## config.mk

```make
export PLATFORM = sky130hd
export DESIGN_NAME = afifo_reader
export DESIGN_NICKNAME = d
export VERILOG_FILES = /design/src/rtl/afifo_pkg.sv /design/src/rtl/afifo_skid_buf.sv /design/src/rtl/afifo_reader.sv
export SDC_FILE = /design/constraint.sdc
export NUM_CORES = 1
export LEC_CHECK = 0
export CAP_MARGIN = 20
export CORE_ASPECT_RATIO = 0.75
export CORE_MARGIN = 1.5
export CORE_UTILIZATION = 35
export DETAILED_ROUTE_END_ITERATION = 6
export HOLD_SLACK_MARGIN = 0.15
export SYNTH_ARGS = -nofsm -noshare
export SYNTH_HDL_FRONTEND = slang
export SYNTH_SLANG_ARGS = --single-unit
```

## constraint.sdc

```tcl
create_clock -name clk -period 3.7 [get_ports clk]
set_input_delay 0.37 -clock clk [delete_from_list [all_inputs] [get_ports clk]]
set_output_delay 0.37 -clock clk [all_outputs]
set_load 0.1 [all_outputs]
```

## src/rtl/afifo_pkg.sv

```systemverilog
// Shared constants for the async-FIFO reader: FSM encodings and output buffer depth.
package afifo_pkg;

   typedef logic [1:0] afifo_state_t;

   localparam afifo_state_t ST_IDLE = 2'd0;
   localparam afifo_state_t ST_RUN  = 2'd1;
   localparam afifo_state_t ST_DONE = 2'd2;

   localparam int BUF_DEPTH = 2;

   // True when one more pop can be issued without overflowing the output buffer.
   function automatic logic buf_has_room(input logic [1:0] occ_after_read,
                                         input logic inflight);
      return ({1'b0, occ_after_read} + {2'b00, inflight}) < 3'(BUF_DEPTH);
   endfunction

endpackage

```

## src/rtl/afifo_skid_buf.sv

```systemverilog
// Two-entry output buffer: registered head word and valid, no combinational path from head_ready.
module afifo_skid_buf import afifo_pkg::*; #(
   parameter int DATA_WIDTH = 8
) (
   input  logic                  clk,
   input  logic                  rst,
   input  logic                  wr_en,
   input  logic [DATA_WIDTH-1:0] wr_data,
   output logic                  head_valid,
   output logic [DATA_WIDTH-1:0] head_data,
   input  logic                  head_ready,
   output logic [1:0]            occupancy
);

   logic [DATA_WIDTH-1:0] slot0_q;
   logic [DATA_WIDTH-1:0] slot1_q;
   logic [1:0]            occ_q;
   logic                  rd;

   assign rd         = head_valid & head_ready;
   assign head_valid = (occ_q != 2'd0);
   assign head_data  = slot0_q;
   assign occupancy  = occ_q;

   always_ff @(posedge clk) begin
      if (!rst) begin
         slot0_q <= '0;
         slot1_q <= '0;
         occ_q   <= 2'd0;
      end else begin
         case ({wr_en, rd})
            2'b10: begin
               if (occ_q == 2'd0) slot0_q <= wr_data;
               else               slot1_q <= wr_data;
               if (occ_q != 2'(BUF_DEPTH)) occ_q <= occ_q + 2'd1;
            end
            2'b01: begin
               slot0_q <= slot1_q;
               occ_q   <= occ_q - 2'd1;
            end
            2'b11: begin
               // occupancy unchanged; the new word lands behind whatever remains
               if (occ_q == 2'd1) begin
                  slot0_q <= wr_data;
               end else begin
                  slot0_q <= slot1_q;
                  slot1_q <= wr_data;
               end
            end
            default: ;
         endcase
      end
   end

endmodule

```

## src/rtl/afifo_reader.sv

```systemverilog
// Pops a fixed-length packet from a FIFO and streams it out through a 2-entry skid buffer.
//
//   state   | meaning
//   IDLE    | waiting for start; pkt_len sampled on accept
//   RUN     | popping FIFO and streaming words until the last one transfers
//   DONE    | one-cycle done pulse, then back to IDLE
module afifo_reader import afifo_pkg::*; #(
   parameter int DATA_WIDTH  = 8,
   parameter int COUNT_WIDTH = 16
) (
   input  logic                   clk,
   input  logic                   rst,
   input  logic                   fifo_empty,
   output logic                   fifo_rd_en,
   input  logic [DATA_WIDTH-1:0]  fifo_data,
   input  logic                   start,
   input  logic [COUNT_WIDTH-1:0] pkt_len,
   output logic [DATA_WIDTH-1:0]  o_data,
   output logic                   o_valid,
   input  logic                   o_ready,
   output logic                   o_last,
   output logic                   busy,
   output logic                   done
);

   afifo_state_t         state_q;
   logic [COUNT_WIDTH:0] len_q;
   logic [COUNT_WIDTH:0] req_cnt_q;
   logic [COUNT_WIDTH:0] xfer_cnt_q;
   logic                 inflight_q;
   logic [1:0]           occ;
   logic [1:0]           occ_after_read;
   logic                 xfer;

   assign xfer = o_valid & o_ready;

   // Counting the slot freed by this cycle's transfer keeps a full 1 word/cycle stream.
   assign occ_after_read = occ - {1'b0, xfer};

   assign fifo_rd_en = rst & (state_q == ST_RUN) & ~fifo_empty & (req_cnt_q != len_q)
                     & buf_has_room(occ_after_read, inflight_q);

   assign o_last = o_valid & (xfer_cnt_q == (len_q - (COUNT_WIDTH+1)'(1)));
   assign busy   = (state_q != ST_IDLE);
   assign done   = (state_q == ST_DONE);

   always_ff @(posedge clk) begin
      if (!rst) begin
         state_q    <= ST_IDLE;
         len_q      <= '0;
         req_cnt_q  <= '0;
         xfer_cnt_q <= '0;
         inflight_q <= 1'b0;
      end else begin
         inflight_q <= fifo_rd_en;
         case (state_q)
            ST_IDLE: begin
               if (start) begin
                  state_q    <= ST_RUN;
                  len_q      <= (pkt_len == '0) ? {1'b1, {COUNT_WIDTH{1'b0}}} : {1'b0, pkt_len};
                  req_cnt_q  <= '0;
                  xfer_cnt_q <= '0;
               end
            end
            ST_RUN: begin
               if (fifo_rd_en) req_cnt_q  <= req_cnt_q + (COUNT_WIDTH+1)'(1);
               if (xfer)       xfer_cnt_q <= xfer_cnt_q + (COUNT_WIDTH+1)'(1);
               if (xfer && o_last) state_q <= ST_DONE;
            end
            ST_DONE: state_q <= ST_IDLE;
            default: state_q <= ST_IDLE;
         endcase
      end
   end

   afifo_skid_buf #(
      .DATA_WIDTH (DATA_WIDTH)
   ) u_skid (
      .clk        (clk),
      .rst        (rst),
      .wr_en      (inflight_q),
      .wr_data    (fifo_data),
      .head_valid (o_valid),
      .head_data  (o_data),
      .head_ready (o_ready),
      .occupancy  (occ)
   );

endmodule

```

# ---- Word-level counts from Yosys, hierarchy flattened
# Cells that the tools add are included.
dict set report word_totals {
  elab_cells 74
  regBits 72
}
dict set report op_classes {
  reduce_logical 17
  n_addsub 7
  n_eq_ne 17
  order_cmp 1
  n_bitwise 7
  muxes 17
}
# cell n
set ops {}
lappend ops {{two-way mux 17 bit} 4}
lappend ops {{case mux 17 bit (2 select lines)} 2}
lappend ops {{adder 17 x 1 -> 17 bit (second input constant)} 2}
lappend ops {{two-way mux 8 bit} 4}
lappend ops {{case mux 8 bit (3 select lines)} 1}
lappend ops {{equality test 17 bit} 1}
lappend ops {{!= test 17 bit} 1}
lappend ops {{subtractor 17 x 1 -> 17 bit (second input constant)} 1}
lappend ops {{zero test 16 bit} 1}
lappend ops {{case mux 8 bit (2 select lines)} 1}
lappend ops {{!= test 2 bit (second input constant)} 5}
lappend ops {{nonzero test 2 bit} 5}
lappend ops {{AND reduction 3 bit} 3}
lappend ops {{!= test 2 x 1 -> 1 bit (second input constant)} 4}
lappend ops {{case mux 2 bit (2 select lines)} 2}
lappend ops {{AND reduction 2 bit} 4}
lappend ops {{AND 1 bit} 6}
lappend ops {{equality test 2 x 1 -> 1 bit (second input constant)} 3}
lappend ops {{equality test 2 bit (second input constant)} 3}
lappend ops {{two-way mux 2 bit} 3}
lappend ops {{zero test 2 bit} 2}
lappend ops {{adder 2 x 1 -> 3 bit} 1}
lappend ops {{less-than comparator 3 x 2 -> 1 bit (second input constant)} 1}
lappend ops {{nonzero test 3 bit} 1}
lappend ops {{other kinds (5)} 5}

# ---- Depth between registers and ports, before layout
# Gate-level depths: netlist of run 1.
dict set report logic_depth {
  word_depth 8
  ltp_mapped 12
  mapped_depth_nobuf 10
}

# ---- Hierarchy
# From an unflattened synthesis of run 1, not the netlist that was laid out.
dict set report unflattened {
  hier_cells 459
  hier_area_um2 3963.8
}
# module area_each_um2 seq_area_each_um2 cells_per_inst instances
set modules_own_cells {}
lappend modules_own_cells {afifo_reader 3133.0 1081.0 373 1}
lappend modules_own_cells {afifo_skid_buf 830.8 360.3 86 1}

# ---- Least setup slack after synthesis of run 1
# OpenSTA, ideal clock, no wires.
dict set report synth_timing {
  path_kind {register -> output}
  from {register len_q[0]}
  to {output o_last}
  setup_slack_ns -0.461
  required_ns 3.330
  arrival_time_ns 3.791
  path_stages_with_launch 12
  cell_sequence {dfxtp_1 > clkbuf_1 > inv_1 > ha_1 > buf_2 > or4b_1 > buf_2 > or4_1 > a21o_1 > a2111oi_4 > nand2_1 > nor2_1}
}
dict set report synth_via {
  elab_chain_cells 3
}
# item line_no
set synth_rtl {}
lappend synth_rtl {{from (decl)} afifo_reader.sv:27} ;# logic [COUNT_WIDTH:0] len_q;
lappend synth_rtl {{from (signal assigned)} afifo_reader.sv:60} ;# len_q <= (pkt_len == '0) ? {1'b1, {COUNT_WIDTH{1'b0}}} : {1'b0, pkt_len};
lappend synth_rtl {{subtractor 17 x 1 -> 17 bit} afifo_reader.sv:43} ;# assign o_last = o_valid & (xfer_cnt_q == (len_q - (COUNT_WIDTH+1)'(1)));
lappend synth_rtl {{equality test 17 bit} afifo_reader.sv:43}
lappend synth_rtl {{AND 1 bit} afifo_reader.sv:43}
lappend synth_rtl {{to (decl)} afifo_reader.sv:21} ;# output logic o_last,
# No other way between the ends.

# ---- Worst setup path after layout of run 1
# Same ends and word-level chain as after synthesis.

==> results of run 1 <==
## synth_stat cells, types with 9 or more instances
cell type                  number  share of area
sky130_fd_sc_hd__dfxtp_1       72           0.36
sky130_fd_sc_hd__nand2_1       43          0.040
sky130_fd_sc_hd__nor2_1        40          0.037
sky130_fd_sc_hd__xor2_1        34          0.074
sky130_fd_sc_hd__xnor2_1       33          0.072
sky130_fd_sc_hd__clkbuf_1      23          0.021
sky130_fd_sc_hd__mux2i_1       22          0.055
sky130_fd_sc_hd__nand4_1       13          0.020
sky130_fd_sc_hd__nor2b_1       13          0.020
sky130_fd_sc_hd__a22o_1        11          0.024
sky130_fd_sc_hd__inv_1         11          0.010
sky130_fd_sc_hd__nor3_1        11          0.014
sky130_fd_sc_hd__nor4_1        11          0.017
sky130_fd_sc_hd__and3_1         9          0.014
sky130_fd_sc_hd__nand3_1        9          0.011
sky130_fd_sc_hd__o211a_1        9          0.022
sky130_fd_sc_hd__o21ai_1        9          0.011
## final cells by class
type / count / area, um^2
Fill cell: 1077 / 6190
Multi-Input combinational cell: 353 / 2440
Sequential cell: 72 / 1440
Timing Repair Buffer: 50 / 498
Clock buffer: 12 / 256
Tap cell: 140 / 175
Inverter: 11 / 41.3
Clock inverter: 3 / 17.5
## flip-flops by register name, indices dropped and copies added (netlist names)
signal            count
inflight_q            1
len_q                17
req_cnt_q            17
state_q               2
u_skid.head_data      8
u_skid.occupancy      2
u_skid.slot1_q        8
xfer_cnt_q           17
## logic make-up (layout without fill, tap and decap cells)
family	Yosys count	after routing
xor+xnor	67	67
flops	72	72
fa+ha+maj	7	7
mux	23	23
compound gates	74	74
simple gates	182	182
buf+inv	39	76
## critical path: cells and delay by family (launching register included)
| family | cells | cell delay [ns] |
|---|---|---|
| AO/OA/AOI/OAI | 2 | 0.59 |
| adder cells (fa/ha/maj) | 1 | 0.27 |
| AND/OR/NAND/NOR | 4 | 1.23 |
| flip-flops | 1 | 0.40 |
| buffers and inverters | 2 | 0.31 |
## power groups by stage
stage,sequential (mW),clock (mW),combinational (mW)
5_1_grt,0.912,0.858,0.990
3_3_place_gp,0.918,0,0.914
4_1_cts,0.904,0.824,0.929
3_5_place_dp,0.920,0,0.925
2_1_floorplan,1.15,0,0.455
6_report,0.905,0.799,0.929
## what timing repair did
item,CTS,global route
resized for setup,0,1
endpoints found under the setup margin,0,1
endpoints found under the hold margin,0,0
## stage by stage
stage / instance area [um^2] / setup slack, ns / utilization / std cells
final: 4870 / 0.191 / 0.441 / 641
after global routing: 4870 / 0.0352 / 0.441 / 641
after CTS: 4870 / 0.124 / 0.440 / 641
after detailed placement: 4600 / 0.489 / 0.416 / 626
after global placement: 4600 / 0.558 / 0.416 / 626
after floorplan: 4040 / 0.263 / - / 464
## how the worst min path moves through the flow
stage / start / end / depth (start not counted)
floorplan: fifo_empty / inflight_q / 1
global placement: u_skid.head_data[7] / u_skid.head_data[7] / 1
detailed placement: u_skid.head_data[4] / u_skid.head_data[4] / 1
CTS: u_skid.head_data[4] / u_skid.head_data[4] / 1
global route: u_skid.head_data[4] / u_skid.head_data[4] / 1
finish: u_skid.head_data[4] / u_skid.head_data[4] / 1
## metal layers
layer | wire [um] | GRT usage | vias to the layer above | share of wire
met5 | 0 | 0 | - | 0
met4 | 114 | 0.0511 | 0 | 0.011
met3 | 565 | 0.0461 | 9 | 0.055
met2 | 4200 | 0.256 | 89 | 0.41
met1 | 5390 | 0.252 | 1644 | 0.52
li1 | - | - | 1704 | -
==> results.md, run 1 <==
- The startpoint type of the worst setup path is a register.
- Clock-pin slew was measured on the worst setup and hold paths at ~0.06 ns.
- The endpoint of the most critical register-to-register path is state_q[0].
- Dividing the synthesized area by the synthesized cell count gives between 8 and 9 um^2.
- The master cell of the clock root buffer is sky130_fd_sc_hd__clkbuf_16.
- The signal arrival time at the worst endpoint is between 3 and 4 ns.
- The switching share of total power is 0.382.
- The critical path starts at len_q[0].
- The kind of critical path is register to output port.
- The area fraction in compound gates after synthesis is 0.145.
- The share of the Yosys chip area taken by registers is 0.357.
- Summed over all layers, the global routing overflow is 0.
- The number of cells traversed by the worst register-to-register path is 9.
- In the final routed layout, each cell accounts on average for roughly 16 um.
- The count of buffers inserted at the top-level ports is just over 40.
- The run finished with clean final reports.
- The core region is approximately 11000 um^2.
- The count of distinct cell types in the synthesized netlist is 54.
- For this run, asynchronously set or reset flops after synthesis account for 0.
- The worst endpoint required time is ~3.3 ns.
- The worst-case IR drop observed on VDD is roughly 0.00021 V.
- The signal on the critical path passes through inv_1, ha_2, or4b_1, or4_1, a21o_1, a2111oi_4, nand2_1, nor2_4, buf_12.
- The portion of synthesized area spent on multiplexers is 0.0574.
- At the pin with the least slew margin, the transition time is just over 1 ns.
- The net switching component of the power is 1.01 mW.
- Once the clock tree was built, the setup fixing pass inserted 0 buffers.
- The number of max-cap violations is 0.
- The design draws 2.63 mW.
- The depth of the CTS H-tree is 3.
- The final critical delay including setup and external delays is approximately 3.5 ns.
- The initial cell density of the core is 0.365.
- The final setup violation count is 0.
- The clock sink total is slightly above 70.
- The via count of the first global-routing pass is 3192.
- Entering global routing, the biggest net connects 31 pins.
- Setup repair after global routing left no endpoint under its margin.
- The violation count after the first detailed-route iteration is approximately 190.
- For this run, the total global-route usage over all layers was measured as 0.175.
- The number of nets with antenna violations after routing is 0.
- The clock reaches the later pin of the worst-skew pair after between 0.3 and 0.4 ns.
- The routed wire length is around 10 mm.
- The die covers 12200 um^2.
- The max-slew violation count is 0.
- The worst stage delay on the critical path is 0.48 ns.
- The final count of hold timing violations came to 0.
- The cell count after synthesis came out at ~460.
- The share of total power dissipated in combinational logic is 0.353.
- For this design, the CTS-stage hold fixing added 0 buffers.
- In the final design database the tool counted 533 nets.
- Pin placement for this block handled 42 I/O pins.
- The cell type of the slowest stage on the worst timing path is sky130_fd_sc_hd__or4_1.
- The most common library cell in the layout ignoring fill and taps is sky130_fd_sc_hd__dfxtp_1.
- TritonCTS built the clock tree.
- The number of detailed-route iterations in the first pass is 4.
- The final weighted congestion in routability-driven placement is between 0.8 and 0.9.
- The width of the die is ~130 um.
- The half-perimeter wire length of the detailed placement result is about 7.8 mm.
- The number of nets in the synthesized netlist is 500.
- The relative area change from synthesis to final layout is 20.8%.
- The antenna cell count is 0.
- The number of warning messages in the yosys log is 0.
- The areal power density over the cells is 540 nW/um^2.
- The critical path endpoint category is an output port.
- In this run the worst hold path is classified as register to register.
- The cell area that synthesis handed to floorplanning was 4040 um^2.
- Across all hold checks on the routed design, the worst slack comes to slightly below 0.5 ns.
- The worst register-to-register path begins at len_q[0].
- Measured against its own limit, the worst slew margin works out to 0.324.
- After synthesis the netlist holds a flip-flop and latch count of between 70 and 80.
- The first global-routing pass estimated approximately 16 mm of wire.
- Of the total synthesized cell area, the portion taken by XOR and XNOR cells is 0.145.
- The proportion of layout cells with a drive suffix above 1 is 0.0659.
- After floorplanning, the core was divided into 33 placement rows.
- Of the total synthesized cell area, the portion taken by AND, OR, NAND and NOR gates is 0.234.
- The highest clock rate is ~0.28 GHz.
- Summing over every cut layer, the via total after detailed routing is about 3400.
- The initial antenna violation count is 0.
- The clock network fraction of total power is 0.304.
- The vias per cell is 5.38.
- The share of total power dissipated in sequential elements is 0.344.
- By area, the combinational part of the netlist is dominated by simple AND/OR/NAND/NOR gates.
- In this run, synthesis inferred 0 flip-flops with an integrated enable.
- The library cells used most frequently in the layout, excluding fill and tap cells, are sky130_fd_sc_hd__dfxtp_1 (72), sky130_fd_sc_hd__nand2_1 (43), sky130_fd_sc_hd__nor2_1 (39), sky130_fd_sc_hd__clkdlybuf4s50_1 (39), sky130_fd_sc_hd__xor2_1 (34).
- Across all register-to-register paths, the minimum setup slack is around 0.9 ns.
- In this run the static leakage power is 1.88 nW.
- In the finished design, the share of the clock period the worst path needs comes to 0.948.
- The maximum clock skew at final layout is 0.00355 ns.
- The last element of the critical path is o_last.
- The synthesized-area fraction occupied by adder cells is 0.0217.
- The clock passes through at most 2 buffers.
- Summed over all failing endpoints, the final setup total negative slack is 0 ns.
- The worst-path maximum fanout is 9.
- The most common flop cell mapped by yosys is sky130_fd_sc_hd__dfxtp_1.
- The die is 96.0 um tall.
- For this run, design rule violations remaining after detail routing come to 0.
- The internal power consumption is 1.63 mW.
- The number of buffers created by CTS is 9.
(Power assumes the default switching activity.)
==> inputs of run 2 (changes only) <==
Settings changed: MAX_ROUTING_LAYER set to met4.
==> results.md, run 2 (synthesized netlist as in run 1, its figures left out) <==
- The run finished with clean final reports.
- Static timing analysis puts the maximum clock frequency at between 0.2 and 0.3 GHz.
- The clock passes through at most 2 buffers.
- The worst endpoint required time is around 3.3 ns.
- Compared with the post-synthesis result, the final layout area differs by 21.9%.
- The final count of hold timing violations was 0.
- The number of buffers created by CTS is 9.
- The clock latency on the worst-skew pair is 0.34 ns.
- Broken down by cell family, the worst path's largest delay share belongs to simple AND/OR/NAND/NOR gates.
- At the pin with the least slew margin, the transition time is around 1.0 ns.
- The number of detailed-route iterations in the first pass is 5.
- The critical path goes through inv_1, ha_2, or4b_1, buf_4, nor4_1, nand2_1, a32oi_1, nand4_1, nor2_4, buf_12.
- For this block, the initial DRC count from the detailed router was between 200 and 250.
- The count of hold buffers inserted by post-cts repair is 0.
- The I/O pin count is 42.
- The period utilization is 0.947.
- The net count of the finished layout is 531.
- TritonCTS built the clock tree.
- The initial antenna violation count is 0.
- The vias per cell is about 5.3.
- The critical path runs through a total of 10 cells.
- The critical path endpoint category is an output port.
- The number of max-cap violations is 0.
- Across the routed clock network, the largest skew measured is approximately 0.0075 ns.
- For this design the static power due to leakage is 1.90 nW.
- The floorplan has 33 rows.
- In the layout the commonest cells are sky130_fd_sc_hd__dfxtp_1 (72), sky130_fd_sc_hd__nand2_1 (43), sky130_fd_sc_hd__nor2_1 (39), sky130_fd_sc_hd__clkdlybuf4s50_1 (39), sky130_fd_sc_hd__xor2_1 (34).
- The worst ir drop on vdd is approximately 0.00024 V.
- Setup repair after global routing left no endpoint under its margin.
- The worst pin sits at a relative slew slack of 0.327.
- The max-slew violation count is 0.
- Measured in cells, the most critical reg-to-reg path has a length of 10.
- The via count of the first global-routing pass is approximately 3200.
- The final setup violation count is 0.
- The library cell used most frequently in the layout, excluding fill and tap cells, is sky130_fd_sc_hd__dfxtp_1.
- The half-perimeter wire length of the detailed placement result is ~8 mm.
- The die is 96.0 um tall.
- The number of buffers and inverters on the critical path is 3.
- In the final layout, the share of cells above drive strength 1 is 0.0641.
- The initial utilization of the core area, before any placement, comes to 0.365.
- The final weighted congestion in routability-driven placement is approximately 0.89.
- The master cell of the clock root buffer is sky130_fd_sc_hd__clkbuf_16.
- The launch point of the worst reg-to-reg path is len_q[0].
- Across all hold checks on the routed design, the worst slack comes to 0.497 ns.
- The post-detailed-route wirelength per cell is 16.5 um.
- The kind of critical path is register to output port.
- The areal power density over the cells is between 500 and 600 nW/um^2.
- Setup slack closes at between 0.15 and 0.2 ns.
- The final core utilization is 0.445.
- The minimum setup slack after placement is approximately 0.50 ns.
- The clock sink total is between 70 and 80.
- The first global-routing pass estimated 16.8 mm of wire.
- Summing over every cut layer, the via total after detailed routing is 3402.
- The class of the worst hold path is register to register.
- The sum of overflow across all layers after global routing is 0.
- The largest net degree at the start of global routing is 31.
- The DRC violation count after routing is 0.
- The aggregate negative setup slack is 0 ns.
- The core box area is about 11000 um^2.
- In this run the register-to-register setup slack is roughly 0.87 ns.
- The endpoint of the most critical register-to-register path is state_q[0].
- The clock tree synthesis step divided the H-tree into 3 levels.
- The count of buffers added on input and output ports is a little over 40.
- In this run the remaining antenna-violating nets after routing total 0.
- The signal arrival time at the worst endpoint is 3.14 ns.
- The last element of the critical path is o_last.
- After detailed routing, the total wire length is roughly 11 mm.
- The launching instance or port of the critical path is len_q[0].
- The slowest stage of the critical path belongs to the cell sky130_fd_sc_hd__or4b_1.
- The largest registers in the layout are len_q: 17 flops, req_cnt_q: 17 flops, xfer_cnt_q: 17 flops.
- The number of antenna diodes in the final layout is 0.
- Along the worst path, the maximum fanout reaches 9.
- The width of the die is 127 um.
- The final critical delay including setup and external delays is around 3.5 ns.
- In the global route stage, overall resource usage came out at 0.184.
- The die covers 12200 um^2.
- The worst setup path is launched from a register.
- Clock-pin slew was measured on the worst setup and hold paths at 0.06 ns.
- The worst stage delay on the critical path is 0.48 ns.
[run 2: cell types whose count changed in the layout (fill, tap and decap cells not counted)]
cell                         change
sky130_fd_sc_hd__buf_4           -2
sky130_fd_sc_hd__bufinv_16       +3
sky130_fd_sc_hd__clkbuf_1        -1
sky130_fd_sc_hd__clkbuf_8        -2
sky130_fd_sc_hd__clkinv_4        +1
sky130_fd_sc_hd__clkinvlp_4      -1
[run 2: through the flow]
stage | cells | area [um^2] | total power, mW
floorplan | 464 | 4040 | 1.61
global placement | 624 | 4580 | 1.83
detailed placement | 624 | 4580 | 1.85
CTS | 639 | 4920 | 2.84
global route | 639 | 4920 | 2.94
finish | 639 | 4920 | 2.82
[run 2: layout make-up]
| type | instances | area (um^2) |
|---|---|---|
| clock buffer | 9 | 225 |
| inverter | 11 | 41.3 |
| fill | 1090 | 6150 |
| tap | 140 | 175 |
| clock inverter | 6 | 109 |
| multi-input combinational | 353 | 2440 |
| timing repair buffer | 48 | 483 |
| sequential | 72 | 1440 |
[run 2: worst min path at each step]
stage,start,endpoint,slack [ns],cells after the start
2_1_floorplan,fifo_empty,inflight_q,0.46,1
3_3_place_gp,u_skid.head_data[7],u_skid.head_data[7],0.48,1
3_5_place_dp,u_skid.head_data[2],u_skid.head_data[2],0.49,1
4_1_cts,u_skid.head_data[2],u_skid.head_data[2],0.50,1
5_1_grt,u_skid.head_data[6],u_skid.head_data[6],0.52,1
6_report,u_skid.head_data[2],u_skid.head_data[2],0.50,1
[run 2: power by group]
part	switching, mW	internal (mW)	total, mW
registers	0.0682	0.839	0.907
clock network	0.335	0.653	0.988
logic	0.625	0.301	0.927
[run 2: repair_timing]
| action | in CTS | in global routing |
|---|---|---|
| buffers inserted | 0 | 0 |
| gates resized for setup | 0 | 1 |
| setup endpoints to repair | 0 | 1 |
[run 2: metal layers]
layer,wire length (um),GRT usage
met4,98,0.0530
met3,840,0.0472
met2,4410,0.260
met1,5210,0.257
met5,0,-
